===== src/rtl/hazard_scoreboard.sv =====
// rtl/hazard_scoreboard.sv - register scoreboard: pending-write tracking, ID stall and bypass select
// Optional feature macro: SCOREBOARD_BYPASS_EN (forward results whose countdown has expired)
module hazard_scoreboard #(
    parameter int NREG    = 32,
    parameter int AW      = 5,
    parameter int MAX_LAT = 7,
    parameter int MAX_OUT = 4
) (
    input  logic                       clk,
    input  logic                       rstn,
    input  logic                       id_valid,
    input  logic                       id_rs1_used,
    input  logic                       id_rs2_used,
    input  logic [AW-1:0]              id_rs1,
    input  logic [AW-1:0]              id_rs2,
    input  logic                       iss_valid,
    input  logic                       iss_we,
    input  logic [AW-1:0]              iss_rd,
    input  logic [3:0]                 iss_lat,
    input  logic                       wb_valid,
    input  logic [AW-1:0]              wb_rd,
    output logic                       stall,
    output logic                       iss_ready,
    output logic                       fwd_a,
    output logic                       fwd_b,
    output logic                       err_ovf,
    output logic [$clog2(MAX_OUT):0]   outstanding
);
    localparam int CW = $clog2(MAX_LAT + 1);
    localparam int OW = $clog2(MAX_OUT) + 1;

    logic [NREG-1:0] busy;
    logic [CW-1:0]   cnt [NREG];
    logic [CW-1:0]   lat_c;
    logic            do_iss;
    logic            iss_new;
    logic            wb_clr;
    logic            src1_busy;
    logic            src2_busy;
    logic            haz1;
    logic            haz2;

    assign lat_c     = (int'(iss_lat) > MAX_LAT) ? CW'(MAX_LAT) : CW'(iss_lat);
    assign iss_ready = (outstanding < OW'(MAX_OUT));
    assign do_iss    = iss_valid & iss_we & (iss_rd != '0) & iss_ready;
    assign iss_new   = do_iss & ~busy[iss_rd];
    // A same-cycle issue to the writeback register keeps the entry alive
    assign wb_clr    = wb_valid & (wb_rd != '0) & busy[wb_rd] & ~(do_iss & (iss_rd == wb_rd));

    assign src1_busy = id_valid & id_rs1_used & (id_rs1 != '0) & busy[id_rs1];
    assign src2_busy = id_valid & id_rs2_used & (id_rs2 != '0) & busy[id_rs2];

`ifdef SCOREBOARD_BYPASS_EN
    assign haz1  = src1_busy & (cnt[id_rs1] != '0);
    assign haz2  = src2_busy & (cnt[id_rs2] != '0);
    assign fwd_a = src1_busy & (cnt[id_rs1] == '0);
    assign fwd_b = src2_busy & (cnt[id_rs2] == '0);
`else
    assign haz1  = src1_busy;
    assign haz2  = src2_busy;
    assign fwd_a = 1'b0;
    assign fwd_b = 1'b0;
`endif

    assign stall = haz1 | haz2 | (id_valid & ~iss_ready);

    always_ff @(posedge clk or negedge rstn) begin
        if (!rstn) begin
            busy        <= '0;
            for (int i = 0; i < NREG; i++) cnt[i] <= '0;
            outstanding <= '0;
            err_ovf     <= 1'b0;
        end else begin
            for (int i = 0; i < NREG; i++) begin
                if (do_iss && (iss_rd == AW'(i))) begin
                    busy[i] <= 1'b1;
                    cnt[i]  <= lat_c;
                end else if (wb_clr && (wb_rd == AW'(i))) begin
                    busy[i] <= 1'b0;
                    cnt[i]  <= '0;
                end else if (busy[i] && (cnt[i] != '0)) begin
                    cnt[i]  <= cnt[i] - CW'(1);
                end
            end
            case ({iss_new, wb_clr})
                2'b10:   outstanding <= outstanding + OW'(1);
                2'b01:   outstanding <= outstanding - OW'(1);
                default: outstanding <= outstanding;
            endcase
            if (iss_valid && !iss_ready) err_ovf <= 1'b1;
        end
    end
endmodule


===== config.mk =====
export PLATFORM = sky130hd
export DESIGN_NAME = hazard_scoreboard
export DESIGN_NICKNAME = d
export VERILOG_FILES = /design/src/rtl/hazard_scoreboard.sv
export SDC_FILE = /design/constraint.sdc
export NUM_CORES = 1
export LEC_CHECK = 0
export ABC_AREA = 1
export BUFFER_PORTS_ARGS = -buffer_cell sky130_fd_sc_hd__buf_2
export CORE_UTILIZATION = 54
export DETAILED_ROUTE_END_ITERATION = 10
export GPL_TIMING_DRIVEN = 0
export PLACE_DENSITY = 0.87
export SETUP_SLACK_MARGIN = 0.02
export SYNTH_ARGS = -nofsm -noshare
export SYNTH_HDL_FRONTEND = slang
export SYNTH_SLANG_ARGS = --single-unit

===== constraint.sdc =====
create_clock -name clk -period 2.2 [get_ports clk]
set_clock_uncertainty 0.15 [all_clocks]
set_input_delay 0.22 -clock clk [delete_from_list [all_inputs] [get_ports clk]]
set_output_delay 0.22 -clock clk [all_outputs]
set_load 0.02 [all_outputs]

Yosys cells after proc, flatten, opt, wreduce, memory -nomap -nowiden
Index checks and enable logic that the tools add are counted.
{ "word_totals": {"reg_bits": 36, "wordCells": 304, "input_bits": 32, "out_inout_bits": 8} }
{ "op_classes": {"bitwise": 20, "n_reduce_logical": 105, "mux": 73, "addsub": 2, "eq_ne": 65, "n_lt_le_gt_ge": 5} }
{ "ops": {"columns": ["cell", "n"], "rows": [
  ["5-bit equality test (second input constant)", 32],
  ["5-bit by 4-bit equality test with 1-bit output (second input constant)", 16],
  ["1-bit two-way mux", 68],
  ["2-bit nonzero test", 33],
  ["1-bit logical AND", 65],
  ["5-bit by 3-bit equality test with 1-bit output (second input constant)", 8],
  ["5-bit by 6-bit less-than comparator with 1-bit output (second input constant)", 4],
  ["1-bit binary-select mux with 5-bit select", 4],
  ["5-bit by 2-bit equality test with 1-bit output (second input constant)", 4],
  ["5-bit nonzero test", 4],
  ["1-bit bitwise AND", 15],
  ["5-bit by 1-bit equality test with 1-bit output (second input constant)", 2],
  ["5-bit zero test", 2],
  ["3-bit case mux with 2 select lines", 1],
  ["5-bit equality test", 1],
  ["3-bit by 1-bit adder with 3-bit output (second input constant)", 1],
  ["3-bit less-than comparator (second input constant)", 1],
  ["1-bit inverter", 3],
  ["3-bit by 1-bit subtractor with 3-bit output (second input constant)", 1],
  ["2-bit by 1-bit equality test with 1-bit output (second input constant)", 1],
  ["2-bit equality test (second input constant)", 1],
  ["1-bit OR", 2],
  ["1-bit zero test", 1]
]} }

Logic depth before layout (Yosys ltp)
{ "depth": {"word_depth": 9, "mapped_depth": 16, "mapped_depth_nobuf": 15} }

Worst setup path before layout
No wires, ideal clock.
{ "synth_path": {"path_type": "input-to-reg", "start": "in wb_rd[1]", "end": "reg outstanding[2]", "slack_ps": -122, "cell_stages": 14, "required_ps": 1919, "setup_time_ps": 131, "n_path_buf": 2, "arrival_time_ps": 2041, "path_cell_list": "buf_2 > buf_2 > nand3_1 > nand4_1 > nand2_1 > nand2_1 > nor2_4 > nor3_1 > ha_1 > inv_1 > fa_1 > a21oi_1 > o21ai_0 > xor2_1"} }
{ "synth_between": {"elab_chain_len": 6, "word_cells_on_any_way": 13, "classes_between": "eq/ne: 3; mux: 3; bitwise: 5; reduce/logical: 2"} }
{ "synth_lines": {"columns": ["element", "line_no", "text"], "rows": [
  ["start, declared", "21", "input logic [AW-1:0] wb_rd,"],
  ["1-bit binary-select mux with 5-bit select (tied with other cells)", "48", "assign wb_clr = wb_valid & (wb_rd != '0) & busy[wb_rd] & ~(do_iss & (iss_rd == wb_rd));"],
  ["1-bit two-way mux (implied by the code) / 1-bit bitwise AND (equally long branches)", "48", null],
  ["1-bit bitwise AND / 1-bit inverter (equally long branches)", "48", null],
  ["1-bit bitwise AND *", "48", null],
  ["2-bit by 1-bit equality test with 1-bit output / 2-bit equality test (equally long branches)", "85", "case ({iss_new, wb_clr})"],
  ["3-bit case mux with 2 select lines / 2-bit nonzero test (equally long branches)", null, null],
  ["end signal, assigned", "86", "2'b10: outstanding <= outstanding + OW'(1);"],
  ["end signal, assigned", "87", "2'b01: outstanding <= outstanding - OW'(1);"],
  ["end signal, assigned", "88", "default: outstanding <= outstanding;"],
  ["end, declared", "27", "output logic [$clog2(MAX_OUT):0] outstanding"]
]} }
Mark *: on every way between the ends. The rest lies on a longest branch, timed or not. The select of a mux whose other input is x is not followed.
A chain may end at the register's enable or synchronous reset.

Worst setup path after layout
{ "layout_path": {"start": "reg busy[20]", "end": "reg outstanding[2]"} }
{ "layout_between": {"elab_chain_len": 6, "word_cells_on_any_way": 12, "classes_between": "eq/ne: 2; mux: 5; bitwise: 4; reduce/logical: 1"} }
{ "layout_lines": {"columns": ["element", "line_no", "text"], "rows": [
  ["start, declared", "32", "logic [NREG-1:0] busy;"],
  ["start signal, assigned", "69", "busy <= '0;"],
  ["start signal, assigned by index", "76", "busy[i] <= 1'b1;"],
  ["start signal, assigned by index", "79", "busy[i] <= 1'b0;"],
  ["1-bit binary-select mux with 5-bit select, on equally long branches", "48, 46", null],
  ["1-bit two-way mux, on equally long branches", "48, 46", null],
  ["1-bit bitwise AND / 1-bit inverter (equally long branches)", "48, 46", null],
  ["1-bit bitwise AND, on equally long branches", "48, 46", null],
  ["2-bit by 1-bit equality test with 1-bit output / 2-bit equality test (equally long branches)", "85", null],
  ["3-bit case mux with 2 select lines / 2-bit nonzero test (equally long branches)", null, null]
]} }
Parallel ways exist; a longest one is shown, timed or not. The select of a mux whose other input is x is not followed.

==> key figures <==
Cells and area
  – Fin area: 4058 um2
  – Commonest non-fill, non-tap cells in the layout: nand2_1 (233), nand3_1 (104), nor2_1 (35), buf_4 (34), buf_2 (33)
  – Layout Area Growth over Synthesis: 23.45%
  – Fill cell count: 573
  – Ant. Diodes: 0
  – Nets: between 600 and 700
  – Layout Utilization: 68.94%
  – Share of layout cells above drive strength 1: between 20% and 30%
  – Fin cells: 705
  – Most common cell after layout, fill and taps aside: nand2_1

Outcome
  – Failing checks: negative setup slack
  – Outcome: finished with violations

Timing
  – Fin crit share: 113.3%
  – Slew margin rel.: around 45%
  – Slew of the pin with the lowest slew margin: about 830 ps
  – Final min period: roughly 2500 ps
  – Final Worst Setup Slack: -291.6 ps
  – WHS: ~6.2 ps
  – Final hold viol count: 0
  – RSZ-0062 raised after global routing: true
  – Final Setup Violations: 17
  – Slew Limit Fails: 0
  – Setup TNS: -2486 ps
  – Fmax: 401.4 MHz

Synth
  – Cell area after technology mapping: about 3300 um2
  – Synth Area in Simple Gates: a little over half
  – Post-synthesis compound-gate area fraction: approximately 7%
  – Largest family of logic cells by synthesized area: simple AND/OR/NAND/NOR gates
  – Synth Area in Adders: less than 1%
  – Async SR Flop Fraction: 100.0%
  – Synth unique cells: 32
  – Syn_area_per_cell: 5.912 um2
  – Top cells by area, synth: dfrtp_1 (27%), nand2_1 (27%), nand3_1 (16%)
  – Area leader, netlist: dfrtp_1
  – YS warnings: 0
  – Seq cells post-synth: 36
  – Top-area cell type share of the netlist area: 27.41%
  – Number of synthesized flops with an enable pin: 0
  – Post-Syn Instances: approximately 560
  – Mux cell area share after synthesis: 0%
  – Most used DFF post-synth: dfrtp_1
  – Sequential fraction of the synthesis area: 27.41%
  – Xor-xnor portion of the synthesized cell area: 1.599%

Drt
  – DR vias: approximately 4200
  – Post-DRT Antenna Nets: 0
  – Via density: slightly below 6
  – Router iterations before antenna repair: 7
  – Final wirelength: around 13 mm
  – Avg WL per Cell: around 18 um
  – # DRC: 0
  – First DRT Iteration DRCs: 498

Die
  – Die extent in y: between 80 and 90 um
  – Die area: roughly 6400 um2
  – Core area: 5886 um2
  – Ports: 40
  – FP Rows: 28
  – Initial Util: a little under three fifths
  – Die Wd: about 80 um

Setup path
  – Worst reg2reg path depth: 14
  – CP cell instances: nand2_1 > nand2_1 > nand2_1 > nand2_1 > nand2_1 > nand3_2 > nor2_4 > nor3_4 > ha_2 > inv_4 > fa_2 > a21oi_2 > o21ai_2 > xor2_1
  – Worst reg2reg startpoint: busy[20]
  – Kind of critical path: reg -> reg
  – Worst Path Buf+Inv: 1
  – Slowest-stage cell, CP: dfrtp_2
  – Slowest stage delay, CP: 450 ps
  – Crit-path leading delay family: simple AND/OR/NAND/NOR gates
  – R2r setup slk: -290 ps
  – Critical Path Sink Type: flop
  – Critical path depth: 14
  – Reg-to-reg endpoint: outstanding[2]
  – Worst path most repeated cell: nand2_1
  – CP Launch Type: flop
  – Critical Path AT: 2510 ps
  – CP endpoint: outstanding[2]
  – Worst endpoint required time: around 2200 ps
  – Critical Path Start: busy[20]
  – Critical Path Fanout Max: 5

GRT
  – Vias in the first global route: approximately 3700
  – Largest net degree at the start of global routing: 37
  – Total track usage: a little over two fifths
  – First-pass GRT wire length: between 15 and 20 mm
  – Antenna violations before repair: 0
  – Grt ovf: 0

Power
  – Sequential share of power: 39.0%
  – P per Cell Area: ~720 nW/um2
  – Switching Fraction: 44.77%
  – Total power: 2.930 mW
  – Max rail drop VDD: between 0.5 and 0.6 mV
  – Int Pwr: about 1.6 mW
  – Part of the power in combinational logic: 44.2%
  – Switching power: 1.311 mW
  – Clock power frac: approximately 17%
  – Static Leak: between 1.5 and 2 nW

Run
  – Max-cap violations: 0

Min path
  – Hold Crit Class: in -> reg
  – Hold Crit Start: iss_valid

Placed design
  – Setup WS pre-CTS: -585.8 ps
  – Placed cell areas: around 3600 um2
  – Placer Congestion: 0.9949
  – Port Buf Inserts: 30
  – Placed Instances: 662
  – Post-DP HPWL: approximately 8.6 mm

Clock network
  – CTS tree: built
  – CTS Buf Count: 5
  – H-Tree Depth: 2
  – CTS Buffer Depth: 2
  – CTS sink cnt: 36
  – Worst-Skew Late Latency: 290 ps
  – CTS Root Cell: clkbuf_8
  – Clock transition at path regs: approximately 70 ps
[final cells by class]
class | count | area (um2) | share of cell area, %
multi-input cells | 454 | 2173 | 53.56
flip-flops and latches | 36 | 932.1 | 22.97
repair buffers | 64 | 426.7 | 10.51
plain buffers | 26 | 172.7 | 4.255
inverters | 41 | 163.9 | 4.039
well taps | 75 | 93.84 | 2.313
clock buffers | 8 | 90.09 | 2.220
repair inverters | 1 | 5.005 | 0.1233
[synthesized netlist by cell type, types with 2 or more instances]
cell / n
buf_4: 6
xnor2_1: 3
inv_2: 4
nor2_4: 4
clkbuf_1: 12
o21ai_1: 3
nand2_1: 239
buf_2: 5
nor2_1: 37
xor2_1: 3
nand3_2: 2
nor3_1: 5
nand4_1: 6
a21oi_1: 7
nand3_1: 106
inv_1: 35
o21ai_0: 16
dfrtp_1: 36
a22oi_1: 10
nor2_2: 2
nand3b_1: 2
buf_8: 3
[what timing repair did]
action / in CTS / in global routing
buffers inserted: 24 / 10
pin swaps: 13 / 13
gates cloned: 0 / 2
hold endpoints to repair: 36 / 0
setup endpoints to repair: 2 / 18
hold buffers: 1 / 0
resized for setup: 44 / 19
[flip-flops by register name, indices dropped and copies added, names as in the netlist]
name,cells
busy,32
outstanding,3
err_ovf,1
[power groups by stage]
stage | clock (mW) | sequential (mW) | combinational (mW)
final | 0.492 | 1.14 | 1.30
after global routing | 0.517 | 1.14 | 1.41
after CTS | 0.491 | 1.11 | 1.19
after detailed placement | 0 | 1.15 | 0.935
after global placement | 0 | 1.15 | 0.909
after floorplan | 0 | 1.02 | 0.647
[worst min path at each step]
stage	to	slack (ps)	depth (start not counted)
6_report	err_ovf	6	2
5_1_grt	err_ovf	6	2
4_1_cts	err_ovf	10	2
3_5_place_dp	busy[0]	200	1
3_3_place_gp	busy[0]	190	1
2_1_floorplan	busy[0]	-230	0
[layer usage]
metal / wire length (um) / global-route usage, % / up-vias
li1: - / - / 1933
met2: 5423 / 64.10 / 294
met1: 4990 / 57.26 / 1899
met4: 588 / 14.82 / 0
met3: 1712 / 10.29 / 69
met5: 0 / 0 / -
[logic make-up after synthesis]
| kind of cell | count (synthesis) |
|---|---|
| simple gates | 405 |
| fa+ha+maj | 2 |
| compound gates | 39 |
| xor+xnor | 6 |
| buf+inv | 67 |
| flops | 36 |
| other cells | 1 |
No activity file was read; power rests on OpenSTA's default activity.
